==> config.mk <==
export PLATFORM = sky130hd
export DESIGN_NAME = estagio_ex_flat
export DESIGN_NICKNAME = d
export VERILOG_FILES = /design/src/rtl/estagio_ex_pkg.sv /design/src/rtl/estagio_ex_if.sv /design/src/rtl/estagio_ex_multiplicador_seq.sv /design/src/rtl/estagio_ex.sv /design/src/flat_wrapper.sv
export SDC_FILE = /design/constraint.sdc
export NUM_CORES = 1
export LEC_CHECK = 0
export ABC_AREA = 0
export ABC_CLOCK_PERIOD_IN_PS = 6100
export CAP_MARGIN = 20
export CORE_ASPECT_RATIO = 0.7
export CORE_MARGIN = 8
export CORE_UTILIZATION = 40
export CTS_CLUSTER_SIZE = 16
export DETAILED_ROUTE_END_ITERATION = 10
export PLACE_DENSITY = 0.68
export SLEW_MARGIN = 5
export SYNTH_ARGS = -nofsm -noshare
export SYNTH_HDL_FRONTEND = slang
export SYNTH_SLANG_ARGS = --single-unit
==> constraint.sdc <==
create_clock -name clock -period 6.1 [get_ports clock]
set_input_delay 0.61 -clock clock [delete_from_list [all_inputs] [get_ports clock]]
set_output_delay 0.61 -clock clock [all_outputs]
set_load 0.01 [all_outputs]
==> src/rtl/estagio_ex_pkg.sv <==
// estagio_ex_pkg: ALU operation codes and execute-stage FSM encodings
package estagio_ex_pkg;
    localparam logic [3:0] ALU_ADD = 4'd0;
    localparam logic [3:0] ALU_SUB = 4'd1;
    localparam logic [3:0] ALU_AND = 4'd2;
    localparam logic [3:0] ALU_OR  = 4'd3;
    localparam logic [3:0] ALU_SLT = 4'd4;
    localparam logic [3:0] ALU_NOR = 4'd5;
    localparam logic [3:0] ALU_SLL = 4'd6;
    localparam logic [3:0] ALU_SRL = 4'd7;
    localparam logic [3:0] ALU_MUL = 4'd8;
    typedef enum logic [1:0] {IDLE = 2'd0, MUL_BUSY = 2'd1, MUL_DONE = 2'd2} estado_t;
endpackage

==> src/rtl/estagio_ex_if.sv <==
// estagio_ex_if: ID/EX inputs, EX/MEM outputs and stall of the execute stage
interface estagio_ex_if #(parameter int DATA_W = 32);
    logic              flush, valid_in, ALUSrc, regDst;
    logic              memRead, memWrite, branch, regWrite, memToReg;
    logic [DATA_W-1:0] PC, dado1, dado2, imediato;
    logic [4:0]        RT, RD;
    logic [3:0]        ALUOp;
    logic              stall, zero_out;
    logic              memRead_out, memWrite_out, branch_out, regWrite_out, memToReg_out;
    logic [DATA_W-1:0] saidaULA_out, dadoEscrita_out, PCdesvio_out;
    logic [4:0]        RD_out;
    modport master (
        output flush, valid_in, ALUSrc, regDst, memRead, memWrite, branch, regWrite, memToReg,
               PC, dado1, dado2, imediato, RT, RD, ALUOp,
        input  stall, zero_out, memRead_out, memWrite_out, branch_out, regWrite_out, memToReg_out,
               saidaULA_out, dadoEscrita_out, PCdesvio_out, RD_out
    );
    modport slave (
        input  flush, valid_in, ALUSrc, regDst, memRead, memWrite, branch, regWrite, memToReg,
               PC, dado1, dado2, imediato, RT, RD, ALUOp,
        output stall, zero_out, memRead_out, memWrite_out, branch_out, regWrite_out, memToReg_out,
               saidaULA_out, dadoEscrita_out, PCdesvio_out, RD_out
    );
endinterface

==> src/rtl/estagio_ex_multiplicador_seq.sv <==
// multiplicador_seq: iterative shift-add multiplier, one partial product per edge
module multiplicador_seq #(
    parameter int DATA_W     = 32,
    parameter int MUL_CYCLES = 32
) (
    input  logic              clock,
    input  logic              clear,
    input  logic              start,
    input  logic [DATA_W-1:0] a,
    input  logic [DATA_W-1:0] b,
    output logic              busy,
    output logic              done,
    output logic [DATA_W-1:0] product
);
    localparam int CW = $clog2(MUL_CYCLES);
    localparam logic [CW-1:0] LAST = CW'(MUL_CYCLES - 1);
    logic [CW-1:0]     count;
    logic [DATA_W-1:0] acc, mcand, mplier;
    // done marks the iteration that completes the product at this edge
    assign done    = busy && count == LAST;
    assign product = acc;
    always_ff @(posedge clock) begin
        if (clear) begin
            busy   <= 1'b0;
            count  <= '0;
            acc    <= '0;
            mcand  <= '0;
            mplier <= '0;
        end else if (start) begin
            busy   <= 1'b1;
            count  <= '0;
            acc    <= '0;
            mcand  <= a;
            mplier <= b;
        end else if (busy) begin
            acc    <= mplier[0] ? acc + mcand : acc;
            mcand  <= mcand << 1;
            mplier <= mplier >> 1;
            count  <= count + 1'b1;
            busy   <= !done;
        end
    end
endmodule

==> src/rtl/estagio_ex.sv <==
// estagio_ex: execute stage; ALU, branch target and EX/MEM register, stalls on MUL
module estagio_ex
    import estagio_ex_pkg::*;
#(
    parameter int DATA_W     = 32,
    parameter int MUL_CYCLES = 32
) (
    input logic         clock,
    input logic         reset,
    estagio_ex_if.slave ex
);
    estado_t           estado, proximo;
    logic              inicia, ultimo, mul_busy, captura;
    logic [DATA_W-1:0] a, b, alu, resultado, produto;
    logic [3:0]        op;
    assign a  = ex.dado1;
    assign b  = ex.ALUSrc ? ex.imediato : ex.dado2;
    assign op = ex.ALUOp;
    always_comb begin
        alu = op == ALU_ADD ? a + b :
              op == ALU_SUB ? a - b :
              op == ALU_AND ? a & b :
              op == ALU_OR  ? a | b :
              op == ALU_SLT ? DATA_W'($signed(a) < $signed(b)) :
              op == ALU_NOR ? ~(a | b) :
              op == ALU_SLL ? a << b[4:0] :
              op == ALU_SRL ? a >> b[4:0] : '0;
    end
    multiplicador_seq #(.DATA_W(DATA_W), .MUL_CYCLES(MUL_CYCLES)) u_mul (
        .clock  (clock),
        .clear  (reset || ex.flush),
        .start  (inicia),
        .a      (a),
        .b      (b),
        .busy   (mul_busy),
        .done   (ultimo),
        .product(produto)
    );
    always_ff @(posedge clock) estado <= reset ? IDLE : proximo;
    always_comb begin
        proximo = ex.flush           ? IDLE :
                  estado == IDLE     ? (inicia ? MUL_BUSY : IDLE) :
                  estado == MUL_BUSY ? (ultimo ? MUL_DONE : MUL_BUSY) : IDLE;
    end
    // a flushed MUL never launches; only IDLE and DONE hand a real instruction to EX/MEM
    always_comb begin
        inicia    = estado == IDLE && ex.valid_in && op == ALU_MUL && !ex.flush;
        ex.stall  = inicia || mul_busy;
        captura   = ex.valid_in && !ex.flush &&
                    (estado == IDLE ? op != ALU_MUL : estado == MUL_DONE);
        resultado = estado == MUL_DONE ? produto : alu;
    end
    always_ff @(posedge clock) begin
        if (reset || !captura) begin
            ex.saidaULA_out    <= '0;
            ex.dadoEscrita_out <= '0;
            ex.PCdesvio_out    <= '0;
            ex.RD_out          <= '0;
            ex.zero_out        <= 1'b0;
            ex.memRead_out     <= 1'b0;
            ex.memWrite_out    <= 1'b0;
            ex.branch_out      <= 1'b0;
            ex.regWrite_out    <= 1'b0;
            ex.memToReg_out    <= 1'b0;
        end else begin
            ex.saidaULA_out    <= resultado;
            ex.dadoEscrita_out <= ex.dado2;
            ex.PCdesvio_out    <= ex.PC + (ex.imediato << 2);
            ex.RD_out          <= ex.regDst ? ex.RD : ex.RT;
            ex.zero_out        <= resultado == '0;
            ex.memRead_out     <= ex.memRead;
            ex.memWrite_out    <= ex.memWrite;
            ex.branch_out      <= ex.branch;
            ex.regWrite_out    <= ex.regWrite;
            ex.memToReg_out    <= ex.memToReg;
        end
    end
endmodule

==> src/flat_wrapper.sv <==
// flat-port wrapper written by rule: the top's interface ports become plain ports
module estagio_ex_flat import estagio_ex_pkg::*;
#(
    parameter int DATA_W     = 32,
    parameter int MUL_CYCLES = 32
)
  (clock, reset, ex_flush, ex_valid_in, ex_ALUSrc, ex_regDst, ex_memRead, ex_memWrite, ex_branch, ex_regWrite, ex_memToReg, ex_PC, ex_dado1, ex_dado2, ex_imediato, ex_RT, ex_RD, ex_ALUOp, ex_stall, ex_zero_out, ex_memRead_out, ex_memWrite_out, ex_branch_out, ex_regWrite_out, ex_memToReg_out, ex_saidaULA_out, ex_dadoEscrita_out, ex_PCdesvio_out, ex_RD_out);
  estagio_ex_if #(.DATA_W(DATA_W)) ex_i ();
  input logic clock;
  input logic reset;
  input wire logic [$bits(ex_i.flush)-1:0] ex_flush;
  input wire logic [$bits(ex_i.valid_in)-1:0] ex_valid_in;
  input wire logic [$bits(ex_i.ALUSrc)-1:0] ex_ALUSrc;
  input wire logic [$bits(ex_i.regDst)-1:0] ex_regDst;
  input wire logic [$bits(ex_i.memRead)-1:0] ex_memRead;
  input wire logic [$bits(ex_i.memWrite)-1:0] ex_memWrite;
  input wire logic [$bits(ex_i.branch)-1:0] ex_branch;
  input wire logic [$bits(ex_i.regWrite)-1:0] ex_regWrite;
  input wire logic [$bits(ex_i.memToReg)-1:0] ex_memToReg;
  input wire logic [$bits(ex_i.PC)-1:0] ex_PC;
  input wire logic [$bits(ex_i.dado1)-1:0] ex_dado1;
  input wire logic [$bits(ex_i.dado2)-1:0] ex_dado2;
  input wire logic [$bits(ex_i.imediato)-1:0] ex_imediato;
  input wire logic [$bits(ex_i.RT)-1:0] ex_RT;
  input wire logic [$bits(ex_i.RD)-1:0] ex_RD;
  input wire logic [$bits(ex_i.ALUOp)-1:0] ex_ALUOp;
  output wire logic [$bits(ex_i.stall)-1:0] ex_stall;
  output wire logic [$bits(ex_i.zero_out)-1:0] ex_zero_out;
  output wire logic [$bits(ex_i.memRead_out)-1:0] ex_memRead_out;
  output wire logic [$bits(ex_i.memWrite_out)-1:0] ex_memWrite_out;
  output wire logic [$bits(ex_i.branch_out)-1:0] ex_branch_out;
  output wire logic [$bits(ex_i.regWrite_out)-1:0] ex_regWrite_out;
  output wire logic [$bits(ex_i.memToReg_out)-1:0] ex_memToReg_out;
  output wire logic [$bits(ex_i.saidaULA_out)-1:0] ex_saidaULA_out;
  output wire logic [$bits(ex_i.dadoEscrita_out)-1:0] ex_dadoEscrita_out;
  output wire logic [$bits(ex_i.PCdesvio_out)-1:0] ex_PCdesvio_out;
  output wire logic [$bits(ex_i.RD_out)-1:0] ex_RD_out;
  assign ex_i.flush = ex_flush;
  assign ex_i.valid_in = ex_valid_in;
  assign ex_i.ALUSrc = ex_ALUSrc;
  assign ex_i.regDst = ex_regDst;
  assign ex_i.memRead = ex_memRead;
  assign ex_i.memWrite = ex_memWrite;
  assign ex_i.branch = ex_branch;
  assign ex_i.regWrite = ex_regWrite;
  assign ex_i.memToReg = ex_memToReg;
  assign ex_i.PC = ex_PC;
  assign ex_i.dado1 = ex_dado1;
  assign ex_i.dado2 = ex_dado2;
  assign ex_i.imediato = ex_imediato;
  assign ex_i.RT = ex_RT;
  assign ex_i.RD = ex_RD;
  assign ex_i.ALUOp = ex_ALUOp;
  assign ex_stall = ex_i.stall;
  assign ex_zero_out = ex_i.zero_out;
  assign ex_memRead_out = ex_i.memRead_out;
  assign ex_memWrite_out = ex_i.memWrite_out;
  assign ex_branch_out = ex_i.branch_out;
  assign ex_regWrite_out = ex_i.regWrite_out;
  assign ex_memToReg_out = ex_i.memToReg_out;
  assign ex_saidaULA_out = ex_i.saidaULA_out;
  assign ex_dadoEscrita_out = ex_i.dadoEscrita_out;
  assign ex_PCdesvio_out = ex_i.PCdesvio_out;
  assign ex_RD_out = ex_i.RD_out;
  estagio_ex #(.DATA_W(DATA_W), .MUL_CYCLES(MUL_CYCLES)) u_core (.clock(clock), .reset(reset), .ex(ex_i));
endmodule
Yosys cells after proc, flatten, opt, wreduce, memory -nomap -nowiden
Cells that the tools add are included.
- register bits: 211
- latch bits: 0
- RAM bits: 0
- ROM bits: 0
- input port bits: 153
- word-level logic and storage cells: 80
- memories kept: 0
- add/sub/neg operators: 5
- $mul: 0
- divide/modulo/power cells: 0
- magnitude comparators: 1
- equality and inequality tests: 12
- shift-type cells: 2
- muxes and demuxes: 22
- bitwise logic cells: 3
- reduce and logical (&&, ||, !) cells: 19
- operator list (kind ; count):
    $mux 32 ; 14
    $add 32x32->32 ; 3
    $and 32x32->32 ; 1
    $logic_not 32->1 ; 1
    $lt 32x32->1 ; 1
    $not 32->32 ; 1
    $or 32x32->32 ; 1
    $shl 32x5->32 ; 1
    $shr 32x5->32 ; 1
    $sub 32x32->32 ; 1
    $eq 4x3->1 const B ; 4
    $eq 4x2->1 const B ; 2
    $logic_and 1x1->1 ; 6
    $mux 2 ; 3
    $add 5x1->5 const B ; 1
    $eq 5x5->1 const B ; 1
    $mux 5 ; 1
    $eq 4x1->1 const B ; 1
    $eq 4x4->1 const B ; 1
    $logic_not 4->1 ; 1
    $mux 1 ; 4
    $ne 4x4->1 const B ; 1
    $reduce_or 2->1 ; 2
    $logic_not 1->1 ; 3
    other kinds (6) ; 8

Longest topological paths before layout
Gate-level depths: netlist of run 1.
- depth after elaboration: 12
- gate-level depth with buffers: 21
- mapped depth without buffers: 17

Modules after synthesis
Synthesis of run 1 repeated with hierarchy kept, for this count alone.
- cells, all modules: 2519
- area total of the unflattened synthesis: 19917.9 sq um
- modules (own cells, without submodules) (module ; instances ; cells an instance ; area each (sq um) ; sequential area each (sq um)):
    estagio_ex ; 1 ; 1800 ; 14119.8 ; 2182.1
    multiplicador_seq ; 1 ; 719 ; 5798.1 ; 2042.0

Least setup slack after synthesis of run 1
OpenSTA, ideal clock, no wires.
- path type: input port to flip-flop
- from: input port ex_ALUSrc
- to: register u_core.ex.zero_out
- arrival: 4781 ps
- required time: 6027 ps
- path slack: 1246 ps
- stages on the path: 17
- buffers on the path: 3
- path through: buf_6 clkbuf_1 buf_1 mux2_2 inv_1 ha_1 nor2b_1 a2111oi_0 a41o_1 o21ai_1 nand4_1 a31oi_1 or3_1 a32oi_1 o21ai_0 or4_1 nor3_2
- cells in the longest elaborated chain, start to end: 12
- ends and longest elaborated chain (item ; line ; source):
    start, declared ; flat_wrapper.sv:13 ; input wire logic [$bits(ex_i.ALUSrc)-1:0] ex_ALUSrc;
    $mux 32 (*) ; estagio_ex.sv:17 ; assign b = ex.ALUSrc ? ex.imediato : ex.dado2;
    $shr 32x5->32 ; estagio_ex.sv:27 ; op == ALU_SRL ? a >> b[4:0] : '0;
    $mux 32 ; estagio_ex.sv:27 ;
    $mux 32 ; estagio_ex.sv:26 ; op == ALU_SLL ? a << b[4:0] :
    $mux 32 ; estagio_ex.sv:25 ; op == ALU_NOR ? ~(a | b) :
    $mux 32 ; estagio_ex.sv:24 ; op == ALU_SLT ? DATA_W'($signed(a) < $signed(b)) :
    $mux 32 ; estagio_ex.sv:23 ; op == ALU_OR ? a | b :
    $mux 32 ; estagio_ex.sv:22 ; op == ALU_AND ? a & b :
    $mux 32 ; estagio_ex.sv:21 ; op == ALU_SUB ? a - b :
    $mux 32 (*) ; estagio_ex.sv:20 ; alu = op == ALU_ADD ? a + b :
    $mux 32 (*) ; estagio_ex.sv:51 ; resultado = estado == MUL_DONE ? produto : alu;
    $logic_not 32->1 (*) ; estagio_ex.sv:70 ; ex.zero_out <= resultado == '0;
    end signal, assigned ; estagio_ex.sv:59 ; ex.zero_out <= 1'b0;
    end signal, assigned ; estagio_ex.sv:70 ;
    end, declared ; estagio_ex_if.sv:21 ; output stall, zero_out, memRead_out, memWrite_out, branch_out, regWrite_out, memToReg_out,
Mark *: on every way between the ends. The rest lies on a longest branch, timed or not.
A chain may end at the register's enable or synchronous reset.

Final worst setup path of run 1
Ends and elaborated chain as after synthesis.

==> metrics.md, run 1 <==
| Metric | Value |
|---|---|
| Status | `finished, final reports clean` |
| Hold_sp | `u_core.u_mul.product[30]` |
| Sequential fraction of the synthesis area | `21.67%` |
| Initial antenna violation count | `0` |
| Port Buffers | `260` |
| Grt total ovfl | `0` |
| GP Congestion | `1.072` |
| Inserted Clock Buffers | `24` |
| CTS Root Cell | `clkbuf_16` |
| PD cells | `193.6 nW/um^2` |
| Hold Violations, Final | `0` |
| Final cell count without fillers | `3414` |
| Post-layout util | `49.61%` |
| End of the worst hold path | `u_core.u_mul.product[30]` |
| DR pass1 iterations | `6` |
| Average cell area after synthesis | `7.745 um^2` |
| Critical path launch point type | `primary input` |
| FF-to-FF End | `u_core.u_mul.product[30]` |
| Area delta synth->final | `22.23%` |
| Via count of the routed design | `21.94k` |
| Worst-margin pin slew | `1.062 ns` |
| Cell Area, Synth | `19490 um^2` |
| Gates resized, CTS repair | `0` |
| Post-CTS setup buffer count | `0` |
| CTS max path bufs | `3` |
| FF-to-FF Start | `u_core.u_mul.mcand[0]` |
| Final min period | `5.130 ns` |
| Share of layout cells above drive strength 1 | `8.119%` |
| Syn Inst Count | `2517` |
| Nets | `3058` |
| Synth cell types | `89` |
| # IOs | `261` |
| Routed vias/inst | `6.428` |
| Chip Height | `200.7 um` |
| Async set-reset flop share out of synthesis | `0%` |
| Sequential share of power | `30.6%` |
| Post-Route WL | `101100 um` |
| Routed len/inst | `29.60 um` |
| Most frequent cells in the layout | `nor2_1 (302), clkdlybuf4s50_1 (257), dfxtp_1 (210)` |
| Final worst-path cycle share | `84.10%` |
| Worst skew pair latency | `0.57 ns` |
| Core area | `48030 um^2` |
| Clock network power share | `32.2%` |
| First-pass GRT wire length | `144100 um` |
| P_leak | `9.481 nW` |
| Starting DRT DRC Count | `3260` |
| MaxCap Viol Count | `0` |
| Worst vdd ir | `0.0001727 V` |
| All-Layer GR Usage | `33.91%` |
| Vias in the first global route | `20.23k` |
| RSZ-0062 raised after global routing | `false` |
| # DRC | `0` |
| Switching share of power | `37.52%` |
| Switching power | `0.001731 W` |
| Final Max Tran Viols | `0` |
| Combinational share of power | `37.2%` |
| Full die area | `56170 um^2` |
| Worst-path maximum fanout | `14` |
| Clk sinks | `211` |
| Initial Util | `40.59%` |
| Max Clock Freq | `194.9 MHz` |
| CTS tree | `built` |
| Antenna cells | `0` |
| Setup Viol. Count Final | `0` |
| CTS clk-pin slew, worst paths | `0.07 ns` |
| Chip Width | `279.9 um` |
| CP endpoint kind | `flip-flop` |
| Post-DP HPWL | `80340 um` |
| Most common cell after layout, fill and taps aside | `nor2_1` |
| Final Skew | `0.03128 ns` |
| CP required | `6.59 ns` |
| Syn. warnings | `0` |
| Crit path kind | `primary input to flip-flop` |
| Slew headroom | `27.37%` |
| Cell internal pwr | `0.002882 W` |
| R2r worst-path depth | `15` |
| Top FF cell, synth | `dfxtp_1` |
| Setup TNS | `0 ns` |
| Hold_buf cts | `0` |
| Hold Path Stages | `2` |
| Post-DRT Antenna Nets | `0` |
| Post-synth EDFFs | `0` |
| Worst path arrival time | `5.62 ns` |
| R2r setup slk | `1.62 ns` |
| Pin count of the biggest net entering global routing | `82` |
| H-tree depth | `1` |
| Placed insts | `3371` |
| Worst hold-check path type | `flip-flop to flip-flop` |
| Rows | `67` |
| Mapped Nets | `2833` |
| Seq cells post-synth | `211` |
==> Yosys cell counts (all sizes together) (8+ instances only) <==
master,instances,area [um^2]
a2111oi,11,108.9
a211o,12,105.1
a211oi,105,788.3
a21o,35,262.8
a21oi,197,986.0
a221oi,13,113.9
a22oi,22,165.2
a31o,8,70.07
a31oi,29,181.4
and2,65,406.6
and3,11,68.82
buf,43,200.2
clkbuf,106,397.9
dfxtp,211,4224
ha,159,1989
inv,132,498.0
mux2,29,326.6
mux2i,152,1546
mux4,28,645.6
nand2,207,777.0
nand2b,27,168.9
nand3,28,140.1
nand4,11,68.82
nor2,302,1134
nor2b,26,162.7
nor3,58,295.3
nor4,13,81.33
o2111ai,8,70.07
o211ai,26,195.2
o21a,22,165.2
o21ai,120,604.3
o21bai,13,97.59
o221ai,13,120.1
o22ai,30,187.7
o2bb2ai,8,70.07
o31a,11,96.34
o31ai,10,75.07
o32ai,10,87.58
or2,8,50.05
or3,17,106.4
xnor2,52,455.4
xor2,35,306.5
==> how the worst max path moves through the flow <==
stage	to	start	cells past startpoint
6_report	u_core.ex.zero_out	ex_ALUSrc	17
5_1_grt	u_core.ex.zero_out	ex_ALUSrc	19
4_1_cts	u_core.ex.zero_out	ex_ALUSrc	18
3_5_place_dp	u_core.ex.zero_out	ex_ALUSrc	17
3_3_place_gp	u_core.ex.zero_out	ex_ALUSrc	16
2_1_floorplan	u_core.ex.zero_out	ex_ALUSrc	17
==> per-layer routing <==
layer / GRT usage [%] / part of all wire (%) / vias to the layer above
li1: - / - / 9654
met1: 50.99 / 45 / 10650
met2: 44.47 / 38 / 1495
met3: 12.39 / 15 / 150
met4: 7.916 / 2.5 / 0
met5: 0 / 0 / -
==> critical path, cell delays in order <==
cell	delay, ns
buf_2	0.38
buf_4	0.32
mux2_2	0.44
inv_1	0.11
ha_1	0.26
nor3b_1	0.15
a2111oi_0	0.92
o211ai_1	0.26
nand4bb_1	0.34
a311oi_1	0.21
xnor2_1	0.19
nor2_1	0.07
o32ai_1	0.59
nand2_1	0.11
nor4b_1	0.30
nand2_1	0.14
nor3_2	0.18
==> registers in the layout, summed over array words and instances, names as in the netlist, 2 cells and up <==
register / flops
u_core.u_mul.mplier: 32
u_core.ex.RD_out: 5
u_core.u_mul.product: 32
u_core.ex.PCdesvio_out: 32
u_core.u_mul.count: 5
u_core.ex.dadoEscrita_out: 32
u_core.u_mul.mcand: 32
u_core.estado: 2
u_core.ex.saidaULA_out: 32
==> power groups by stage <==
stage	logic, W	clock network, W	registers, W
after global placement	0.00163	0	0.00144
after detailed placement	0.00162	0	0.00144
after CTS	0.00164	0.00150	0.00141
after global routing	0.00179	0.00155	0.00141
final	0.00172	0.00149	0.00141
after floorplan	0.000954	0	0.00145
==> logic make-up (layout without fill, tap and decap cells) <==
group,count (synthesis),count (layout),synth area share (%)
flip-flops,211,211,21.67
adder cells (fa/ha/maj),163,163,10.62
AND/OR/NAND/NOR,803,803,19.05
XOR/XNOR,87,87,3.909
buffers and inverters,282,524,5.642
AO/OA/AOI/OAI,762,762,26.20
multiplexers,209,209,12.92
==> through the flow <==
step,instance area [um^2],setup slack (ns),total power [W],hold slack [ns]
after detailed placement,23050,0.5687,0.003065,0.4764
final,23830,0.9699,0.004614,0.4851
after floorplan,19490,1.246,0.002404,0.4440
after global routing,23830,0.8082,0.004754,0.5073
after global placement,23050,0.5782,0.003073,0.4629
after CTS,23830,1.105,0.004549,0.4850
==> area by class of cell <==
cell class / count / area [um^2]
timing repair buffer: 348 / 3261
clock inverter: 12 / 136.4
clock buffer: 31 / 646.9
fill: 4635 / 24210
inverter: 133 / 501.7
sequential: 211 / 4228
multi-input combinational: 2024 / 14240
tap: 655 / 819.5
Note: power is estimated with default switching activity, not from simulation.
==> inputs of run 2 (changes only) <==
ABC_CLOCK_PERIOD_IN_PS = 4600   (was 6100)
PLACE_DENSITY = 0.7   (was 0.68)
clock period = 4.6 ns   (was 6.1 ns; I/O delays follow)
==> metrics.md, run 2 (same netlist as run 1, synthesis figures left out) <==
| Metric | Value |
|---|---|
| Nets | `3428 (was 3058)` |
| Chip Width | `279.9 um (unchanged)` |
| Clk sinks | `211 (unchanged)` |
| Met2 wire len | `40740 um (was 38270 um)` |
| Cell internal pwr | `0.004095 W (was 0.002882 W)` |
| Share of layout cells above drive strength 1 | `18.94% (was 8.119%)` |
| CTS max path bufs | `3 (unchanged)` |
| Vias in the first global route | `21.71k (was 20.23k)` |
| Hold Violations, Final | `0 (unchanged)` |
| Critical path launch point type | `primary input (unchanged)` |
| Top layer in use | `met5 (was met4)` |
| CP endpoint kind | `flip-flop (unchanged)` |
| Hold Slack | `0.4538 ns (was 0.4851 ns)` |
| Routed len/inst | `27.76 um (was 29.60 um)` |
| Switching power | `0.002382 W (was 0.001731 W)` |
| Status | `finished, final reports clean (unchanged)` |
| Starting DRT DRC Count | `3119 (was 3260)` |
| PD cells | `241.8 nW/um^2 (was 193.6 nW/um^2)` |
| Final worst-path cycle share | `98.02%` |
| Setup Viol. Count Final | `0 (unchanged)` |
| Rows | `67 (unchanged)` |
| # DRC | `0 (unchanged)` |
| Crit path kind | `primary input to flip-flop (unchanged)` |
| Clock network power share | `28.7% (was 32.2%)` |
| CP required | `5.10 ns (was 6.59 ns)` |
| Worst hold-check path type | `primary input to flip-flop (was flip-flop to flip-flop)` |
| Post-layout util | `55.76% (was 49.61%)` |
| CTS tree | `built (unchanged)` |
| First-pass GRT wire length | `151400 um (was 144100 um)` |
| Post-Route WL | `105000 um (was 101100 um)` |
| Initial Util | `40.59% (unchanged)` |
| Final Max Tran Viols | `0 (unchanged)` |
| MaxCap Viol Count | `0 (unchanged)` |
| H-tree depth | `1 (unchanged)` |
| # IOs | `261 (unchanged)` |
| DR pass1 iterations | `6 (unchanged)` |
| Routed vias/inst | `6.135 (was 6.428)` |
| Grt total ovfl | `0 (unchanged)` |
| Post-DRT Antenna Nets | `0 (unchanged)` |
| Slew headroom | `19.85% (was 27.37%)` |
| Hold_buf cts | `0 (unchanged)` |
| All-Layer GR Usage | `35.46% (was 33.91%)` |
| CTS Root Cell | `clkbuf_16 (unchanged)` |
| Most common cell after layout, fill and taps aside | `buf_4 (was nor2_1)` |
| Antenna cells | `0 (unchanged)` |
| Final min period | `4.509 ns` |
| Worst-path maximum fanout | `3 (was 14)` |
| Setup TNS | `0 ns (unchanged)` |
| Initial antenna violation count | `2 (was 0)` |
| Fillers | `4465 (was 4635)` |
| P_leak | `11.34 nW (was 9.481 nW)` |
| Final Skew | `0.02857 ns (was 0.03128 ns)` |
| Port Buffers | `260 (unchanged)` |
| Wl on met1 | `47350 um (was 45460 um)` |
| Pin count of the biggest net entering global routing | `126 (was 82)` |
| Met3 routed WL | `13920 um (was 14770 um)` |
| Full die area | `56170 um^2 (unchanged)` |
| Switching share of power | `36.77% (was 37.52%)` |
| Worst skew pair latency | `0.57 ns (about the same)` |
| Post-DP HPWL | `85990 um (was 80340 um)` |
| Combinational share of power | `42.5% (was 37.2%)` |
| Most frequent cells in the layout | `buf_4 (441), nor2_1 (302), clkdlybuf4s50_1 (258) (was nor2_1 (302), clkdlybuf4s50_1 (257), dfxtp_1 (210))` |
| GP Congestion | `1.085 (was 1.072)` |
| Core area | `48030 um^2 (unchanged)` |
| Inserted Clock Buffers | `23 (was 24)` |
| Max Clock Freq | `221.8 MHz` |
| RSZ-0062 raised after global routing | `false (unchanged)` |
| Sequential share of power | `28.9% (was 30.6%)` |
| CTS clk-pin slew, worst paths | `0.06 ns (was 0.07 ns)` |
| Chip Height | `200.7 um (unchanged)` |
| Area delta synth->final | `37.39% (was 22.23%)` |
| Worst vdd ir | `0.0002088 V (was 0.0001727 V)` |
| Via count of the routed design | `23.20k (was 21.94k)` |
| Worst-margin pin slew | `1.202 ns (was 1.062 ns)` |
| Worst path arrival time | `5.01 ns (was 5.62 ns)` |
-- run 2: area by class of cell --
class	count	area [um^2]	area share, %
multi-input cells	2024	14240	53.18
repair buffers	719	6262	23.38
flip-flops and latches	211	4228	15.79
well taps	655	819.5	3.060
clock buffers	32	669.4	2.499
inverters	133	501.7	1.873
clock inverters	7	58.81	0.2196
-- run 2: metrics by stage --
stage	worst slack, ns	area (um^2)	instances	power [W]
after floorplan	0.001003	19510	2517	0.003190
after global placement	-0.3052	26000	3740	0.004538
final	0.09086	26780	3781	0.006477
after detailed placement	-0.3331	26030	3741	0.004535
after global routing	0.002244	26780	3781	0.006685
after CTS	0.2210	26760	3780	0.006390
-- run 2: repair_timing --
action                                  CTS  global route
gates resized for setup                   0             3
buffers inserted                          0             1
endpoints found under the setup margin    0             1
-- run 2: path summary, 6_finish.rpt --
kind | end | slack, ns | start | cells past startpoint
max reg2reg | u_core.u_mul.product[30] | 0.57 | u_core.u_mul.mcand[0] | 15
min | u_core.ex.memRead_out | 0.45 | ex_memRead | 2
max | u_core.ex.zero_out | 0.09 | ex_dado2[0] | 18
min reg2reg | u_core.u_mul.product[18] | 0.49 | u_core.u_mul.product[18] | 2
-- run 2: metal layers --
metal | up-vias | global-route usage [%]
met5 | - | 0
met2 | 1399 | 48.60
li1 | 10420 | -
met1 | 11200 | 52.47
met4 | 4 | 8.101
met3 | 170 | 11.72
-- run 2: power groups by stage --
stage / Clock, W / Combinational (W) / Sequential [W]
finish: 0.00186 / 0.00275 / 0.00187
floorplan: 0 / 0.00127 / 0.00192
CTS: 0.00188 / 0.00264 / 0.00187
global placement: 0 / 0.00263 / 0.00191
detailed placement: 0 / 0.00262 / 0.00191
global route: 0.00194 / 0.00287 / 0.00187
-- run 2: critical path, cell delays in order --
cell	delay [ns]
clkdlybuf4s50_1	0.46
mux2i_4	0.25
inv_2	0.13
ha_1	0.28
fa_1	0.50
o21bai_1	0.27
o211ai_1	0.15
a31oi_1	0.22
buf_4	0.17
nand3_1	0.12
a2111oi_0	0.58
o41ai_1	0.16
o22ai_1	0.29
o2111ai_1	0.22
a2111oi_2	0.28
buf_4	0.19
nand2_1	0.08
nor3_2	0.18
